$ cat src/rtl/taylor_cos_scheduler.sv
// Shares one Taylor-series cosine engine between N requesters.
// A round-robin arbiter picks one pending request and latches its angle. The FSM then runs the
// engine's start/ready handshake and returns the result to the winner with a one-hot response
// strobe. A wait timer aborts the job if the engine hangs.
//
// Ports:
//   clock, reset             system clock, asynchronous active-low reset
//   req_valid/req_angle      per-requester request and angle (requester i at [i*W +: W])
//   req_ready                one-hot acceptance pulse
//   resp_valid               one-hot response pulse; resp_data/resp_err belong to that requester
//   resp_data, resp_err      result (held until next response), timeout-abort flag
//   busy                     high from acceptance until the cycle after the response
//   timeout_err, clear_err   sticky timeout flag and its synchronous clear (clear wins)
//   eng_start/eng_angle      engine start level and registered angle
//   eng_ready/eng_result     engine ready level and result
module taylor_cos_scheduler #(
  parameter int unsigned W       = 24,
  parameter int unsigned N       = 4,
  parameter int unsigned TIMEOUT = 64
) (
  input  logic           clock,
  input  logic           reset,
  input  logic [N-1:0]   req_valid,
  input  logic [N*W-1:0] req_angle,
  output logic [N-1:0]   req_ready,
  output logic [N-1:0]   resp_valid,
  output logic [W-1:0]   resp_data,
  output logic           resp_err,
  output logic           busy,
  output logic           timeout_err,
  input  logic           clear_err,
  output logic           eng_start,
  output logic [W-1:0]   eng_angle,
  input  logic           eng_ready,
  input  logic [W-1:0]   eng_result
);

  localparam int unsigned IdW = (N > 1) ? $clog2(N) : 1;
  // One spare bit so the timer can reach TIMEOUT without wrapping.
  localparam int unsigned TmW = $clog2(TIMEOUT) + 1;

  typedef enum logic [2:0] {
    StIdle,
    StGrant,
    StStart,
    StWaitAck,
    StWaitDone,
    StResp,
    StGap,
    StAbort
  } state_e;

  state_e         state_q, state_d;
  logic [IdW-1:0] last_q, last_d;
  logic [IdW-1:0] id_q, id_d;
  logic [TmW-1:0] timer_q, timer_d;
  logic           busy_q, busy_d;
  logic           start_q, start_d;
  logic           terr_q, terr_d;
  logic [W-1:0]   angle_q, angle_d;
  logic [W-1:0]   data_q, data_d;

  logic [W-1:0]   angle_arr [N];
  logic           win_found;
  logic [IdW-1:0] win_id;
  int unsigned    rr_idx;
  logic           timer_expired;

  always_comb begin
    for (int unsigned i = 0; i < N; i++) begin
      angle_arr[i] = req_angle[i*W +: W];
    end
  end

  // Search starts just after the last winner, so the previous winner has lowest priority.
  always_comb begin
    win_found = 1'b0;
    win_id    = '0;
    rr_idx    = 0;
    for (int unsigned k = 1; k <= N; k++) begin
      rr_idx = (32'(last_q) + k) % N;
      if (!win_found && req_valid[IdW'(rr_idx)]) begin
        win_found = 1'b1;
        win_id    = IdW'(rr_idx);
      end
    end
  end

  // >= rather than == so an ack landing on the last allowed cycle still times out in WAIT_DONE.
  assign timer_expired = (timer_q >= TmW'(TIMEOUT - 1));

  always_comb begin
    state_d   = state_q;
    last_d    = last_q;
    id_d      = id_q;
    timer_d   = timer_q;
    busy_d    = busy_q;
    start_d   = start_q;
    terr_d    = terr_q;
    angle_d   = angle_q;
    data_d    = data_q;
    req_ready = '0;

    unique case (state_q)
      StIdle: begin
        if (|req_valid) state_d = StGrant;
      end
      StGrant: begin
        // A request withdrawn between IDLE and GRANT leaves nothing to serve.
        if (win_found) begin
          req_ready[win_id] = 1'b1;
          angle_d           = angle_arr[win_id];
          id_d              = win_id;
          last_d            = win_id;
          busy_d            = 1'b1;
          state_d           = StStart;
        end else begin
          state_d = StIdle;
        end
      end
      StStart: begin
        start_d = 1'b1;
        timer_d = '0;
        state_d = StWaitAck;
      end
      StWaitAck: begin
        timer_d = timer_q + 1'b1;
        // Ready is still high from the previous job until the engine takes this one.
        if (!eng_ready) begin
          state_d = StWaitDone;
        end else if (timer_expired) begin
          start_d = 1'b0;
          terr_d  = 1'b1;
          data_d  = '0;
          state_d = StAbort;
        end
      end
      StWaitDone: begin
        timer_d = timer_q + 1'b1;
        if (eng_ready) begin
          data_d  = eng_result;
          start_d = 1'b0;
          state_d = StResp;
        end else if (timer_expired) begin
          start_d = 1'b0;
          terr_d  = 1'b1;
          data_d  = '0;
          state_d = StAbort;
        end
      end
      StResp:  state_d = StGap;
      StAbort: state_d = StGap;
      StGap: begin
        busy_d  = 1'b0;
        state_d = StIdle;
      end
      default: state_d = StIdle;
    endcase

    if (clear_err) terr_d = 1'b0;
  end

  always_ff @(posedge clock or negedge reset) begin
    if (!reset) begin
      state_q <= StIdle;
      last_q  <= IdW'(N - 1);
      id_q    <= '0;
      timer_q <= '0;
      busy_q  <= 1'b0;
      start_q <= 1'b0;
      terr_q  <= 1'b0;
      angle_q <= '0;
      data_q  <= '0;
    end else begin
      state_q <= state_d;
      last_q  <= last_d;
      id_q    <= id_d;
      timer_q <= timer_d;
      busy_q  <= busy_d;
      start_q <= start_d;
      terr_q  <= terr_d;
      angle_q <= angle_d;
      data_q  <= data_d;
    end
  end

  always_comb begin
    resp_valid = '0;
    if (state_q == StResp || state_q == StAbort) resp_valid[id_q] = 1'b1;
  end

  assign resp_err    = (state_q == StAbort);
  assign resp_data   = data_q;
  assign busy        = busy_q;
  assign timeout_err = terr_q;
  assign eng_start   = start_q;
  assign eng_angle   = angle_q;

endmodule

$ cat config.mk
export PLATFORM = sky130hd
export DESIGN_NAME = taylor_cos_scheduler
export DESIGN_NICKNAME = d
export VERILOG_FILES = /design/src/rtl/taylor_cos_scheduler.sv
export SDC_FILE = /design/constraint.sdc
export NUM_CORES = 1
export LEC_CHECK = 0
export ABC_AREA = 1
export BUFFER_PORTS_ARGS = -buffer_cell sky130_fd_sc_hd__clkbuf_2
export CAP_MARGIN = 20
export CORE_AREA = 10 10 131 109
export CTS_CLUSTER_DIAMETER = 150
export DETAILED_ROUTE_END_ITERATION = 7
export DIE_AREA = 0 0 141 119
export PLACE_DENSITY_LB_ADDON = 0.3
export REMOVE_ABC_BUFFERS = 1
export SLEW_MARGIN = 25
export SYNTH_ARGS = -nofsm -noshare
export SYNTH_HDL_FRONTEND = slang
export SYNTH_SLANG_ARGS = --single-unit
$ cat constraint.sdc
create_clock -name clock -period 5.4 [get_ports clock]
set_input_delay 0.81 -clock clock [delete_from_list [all_inputs] [get_ports clock]]
set_output_delay 0.81 -clock clock [all_outputs]
set_load 0.03 [all_outputs]
==> results.py <==
metrics = {
    "critical_path": {
        "r2r_cells": 6,
        "start_kind": "flip-flop",
        "crit_required_ns": 4.59,
        "slowest_delay_ns": 0.68,
        "end_kind": "output pin",
        "path_class": "flip-flop to output pin",
        "slowest_stage": "dfstp_2",
        "crit_chain": "inv_6, nand2_1, nand2_1, nand2_2, nand2_2, inv_2, nand3_4, nand2_4, inv_2, nor3_1, clkbuf_2",
        "critPathMaxFanout": 50,
        "cp.arrival_ns": 3.05,
    },
    "synth": {
        "ys_types": 35,
        "yosysWarnings": 0,
        "synth_edf_count": 0,
        "synth_cells": 547,
        "syn_area_um2": 4000,
        "async_flop_share": 1.00,
        "ys_seq_area_frac": 0.408,
        "synth_ff_type": "dfrtp_1",
        "ys_seq_elements": 65,
        "syn_avg_cell_area_um2": 7.31,
    },
    "clock_tree": {
        "cts-root-buf": "clkbuf_16",
        "cts.sinks": 65,
        "cts-htree-levels": 3,
        "postCtsSetupRepairBufs": 0,
        "ctsHoldBuffers": 0,
        "cts_tree": "done",
        "cts_resized": 0,
        "cts_buffers": 9,
        "clockBufferDepth": 2,
        "clk_pin_slew_ns": 0.06,
        "insertion_delay_ns": 0.33,
    },
    "global_routing": {
        "met1_usage": 0.163,
        "grt_max_degree": 66,
        "grt_pass1_wl_um": 20800,
        "grt_util_all_layers": 0.146,
        "busiest_layer": "met2",
        "grt_pass1_vias": 4328,
        "antenna_found_initial": 0,
        "gr-usage-met3": 0.0647,
        "grt_remaining_overflow": 0,
        "met2_usage": 0.247,
    },
    "power_and_ir_drop": {
        "ir_drop_mv": 0.296,
        "p_leak_nw": 3.03,
        "power.density_nw_per_um2": 684,
    },
    "detailed_routing": {
        "wirelength_um": 12500,
        "viasPerCell": 4.74,
        "ant_nets": 0,
        "first_pass_iters": 5,
        "post_drt_wl_per_cell_um": 14.3,
        "drc": 0,
        "initialDrtViolationCount": 226,
        "vias": 4141,
    },
    "placement": {
        "dpl.hpwl_um": 9750,
        "place.gp.congestion": 0.817,
        "numPortBuffers": 187,
    },
    "finish": {
        "n_antenna_cell": 0,
        "layout-drive-gt1-share": 0.356,
        "nNetsFinal": 846,
        "syn_to_final_growth_pct": 29.7,
    },
    "die": {
        "initial_core_util": 0.339,
        "fp.coreArea_um2": 11800,
        "die_height_um": 119,
        "die_x_um": 141,
        "num_io_pins": 188,
        "row_count": 36,
        "fp.dieArea_um2": 16800,
    },
    "worst_hold_path": {
        "whs_path_depth": 2,
        "min_path_type": "flip-flop to flip-flop",
    },
    "sta": {
        "rsz0062_at_grt": "no",
        "slew_headroom": 0.356,
        "fin_tns_setup_ns": 0,
        "tightest_slew_ns": 0.966,
        "setup_viol": 0,
        "finClkSkew_ns": 0.00453,
        "slew_viol_final": 0,
        "hold_violations": 0,
        "timing.final.crit_share": 0.715,
        "fmax_mhz": 259,
        "whs_ns": 0.494,
        "period_needed_ns": 3.86,
    },
    "job": {
        "drv_cap": 0,
    },
    "status": {
        "outcome": "completed",
    },
}
cells in the final DEF (no fill, tap or decap), types with 2 or more instances in the layout:
| cell | n |
|---|---|
| nand2_1 | 246 |
| clkbuf_2 | 186 |
| nand3_1 | 89 |
| dfrtp_1 | 63 |
| inv_1 | 21 |
| nand3_2 | 20 |
| nand2_2 | 19 |
| nor2_1 | 16 |
| clkbuf_16 | 9 |
| o21ai_0 | 7 |
| nor3_1 | 6 |
| nand2_4 | 4 |
| a21oi_1 | 4 |
| inv_2 | 2 |
| nand4_1 | 2 |
| nor2_2 | 2 |
| o31ai_1 | 2 |
| clkinvlp_4 | 2 |
| clkinv_2 | 2 |
| dfstp_2 | 2 |
cells in the mapped netlist, types with 2 or more instances:
cell      number  area share
nor2_1        16       0.015
nand2_2       18       0.028
dfrtp_1       63        0.39
o31ai_1        2      0.0038
nor2_2         2      0.0031
buf_2          9       0.011
inv_2          2      0.0019
nand4_1        2      0.0031
dfstp_2        2       0.013
nand2_4        4       0.011
buf_12         2       0.010
a21oi_1        4      0.0050
nor3_1         6      0.0075
nand2_1      247        0.23
clkbuf_1       6      0.0056
buf_8          2      0.0075
inv_1         21       0.020
buf_6          9       0.025
nand3_2       20       0.050
nand3_1       89        0.11
o21ai_0        7      0.0088
path summary, 6_finish.rpt:
kind	startpoint	slack, ns	endpoint
max	last_q[0]	1.54	req_ready[0]
min reg2reg	eng_angle[15]	0.49	eng_angle[15]
min	eng_angle[15]	0.49	eng_angle[15]
max in group asynchronous	reset	4.19	timer_q[2]
min in group asynchronous	reset	0.66	resp_data[11]
max reg2reg	state_q[1]	2.44	state_q[1]
report_power, final:
part	switching, W	total, W	internal (W)
combinational	0.00150	0.00212	0.000619
clock	0.000214	0.000582	0.000368
sequential	0.000141	0.000847	0.000706
total	0.00185	0.00355	0.00169
metal layers:
layer / vias to the layer above / routed length, um
li1: 2092 / -
met1: 1894 / 5060
met2: 141 / 6180
met3: 14 / 1160
met4: 0 / 136
met5: - / 0
state kept, by name (all words and copies together), names as in the netlist:
name         flops
busy             1
eng_angle       24
eng_start        1
id_q             2
last_q           2
resp_data       24
state_q          3
timeout_err      1
timer_q          7
worst max-delay path: cells and delay by family, from the launching register on:
family	cells	cell delay, ns
AND/OR/NAND/NOR	7	1.55
flip-flops	1	0.68
buffers and inverters	4	0.47
metrics by stage:
step	total power [W]	worst slack (ns)	instance area, um2	util	cells
3_3_place_gp	0.00295	1.77	4880	0.414	858
4_1_cts	0.00359	1.53	5180	0.439	874
5_1_grt	0.00388	1.22	5180	0.439	874
6_report	0.00355	1.54	5180	0.439	874
2_1_floorplan	0.00240	1.84	3750	-	518
3_5_place_dp	0.00299	1.66	4880	0.414	858
layout make-up:
class / count / area [um2]
Clock buffer: 11 / 243
Clock inverter: 5 / 55.1
Fill cell: 1227 / 6620
Inverter: 26 / 108
Multi-Input combinational cell: 427 / 2020
Sequential cell: 65 / 1630
Tap cell: 152 / 190
Timing Repair Buffer: 188 / 943
logic make-up after synthesis:
| logic type | count (synthesis) | synth area share |
|---|---|---|
| flops | 65 | 0.408 |
| xor+xnor | 1 | 0.00219 |
| simple gates | 408 | 0.474 |
| fa+ha+maj | 1 | 0.00313 |
| buf+inv | 55 | 0.0886 |
| compound gates | 17 | 0.0247 |
Note: power is estimated with default switching activity, not from simulation.
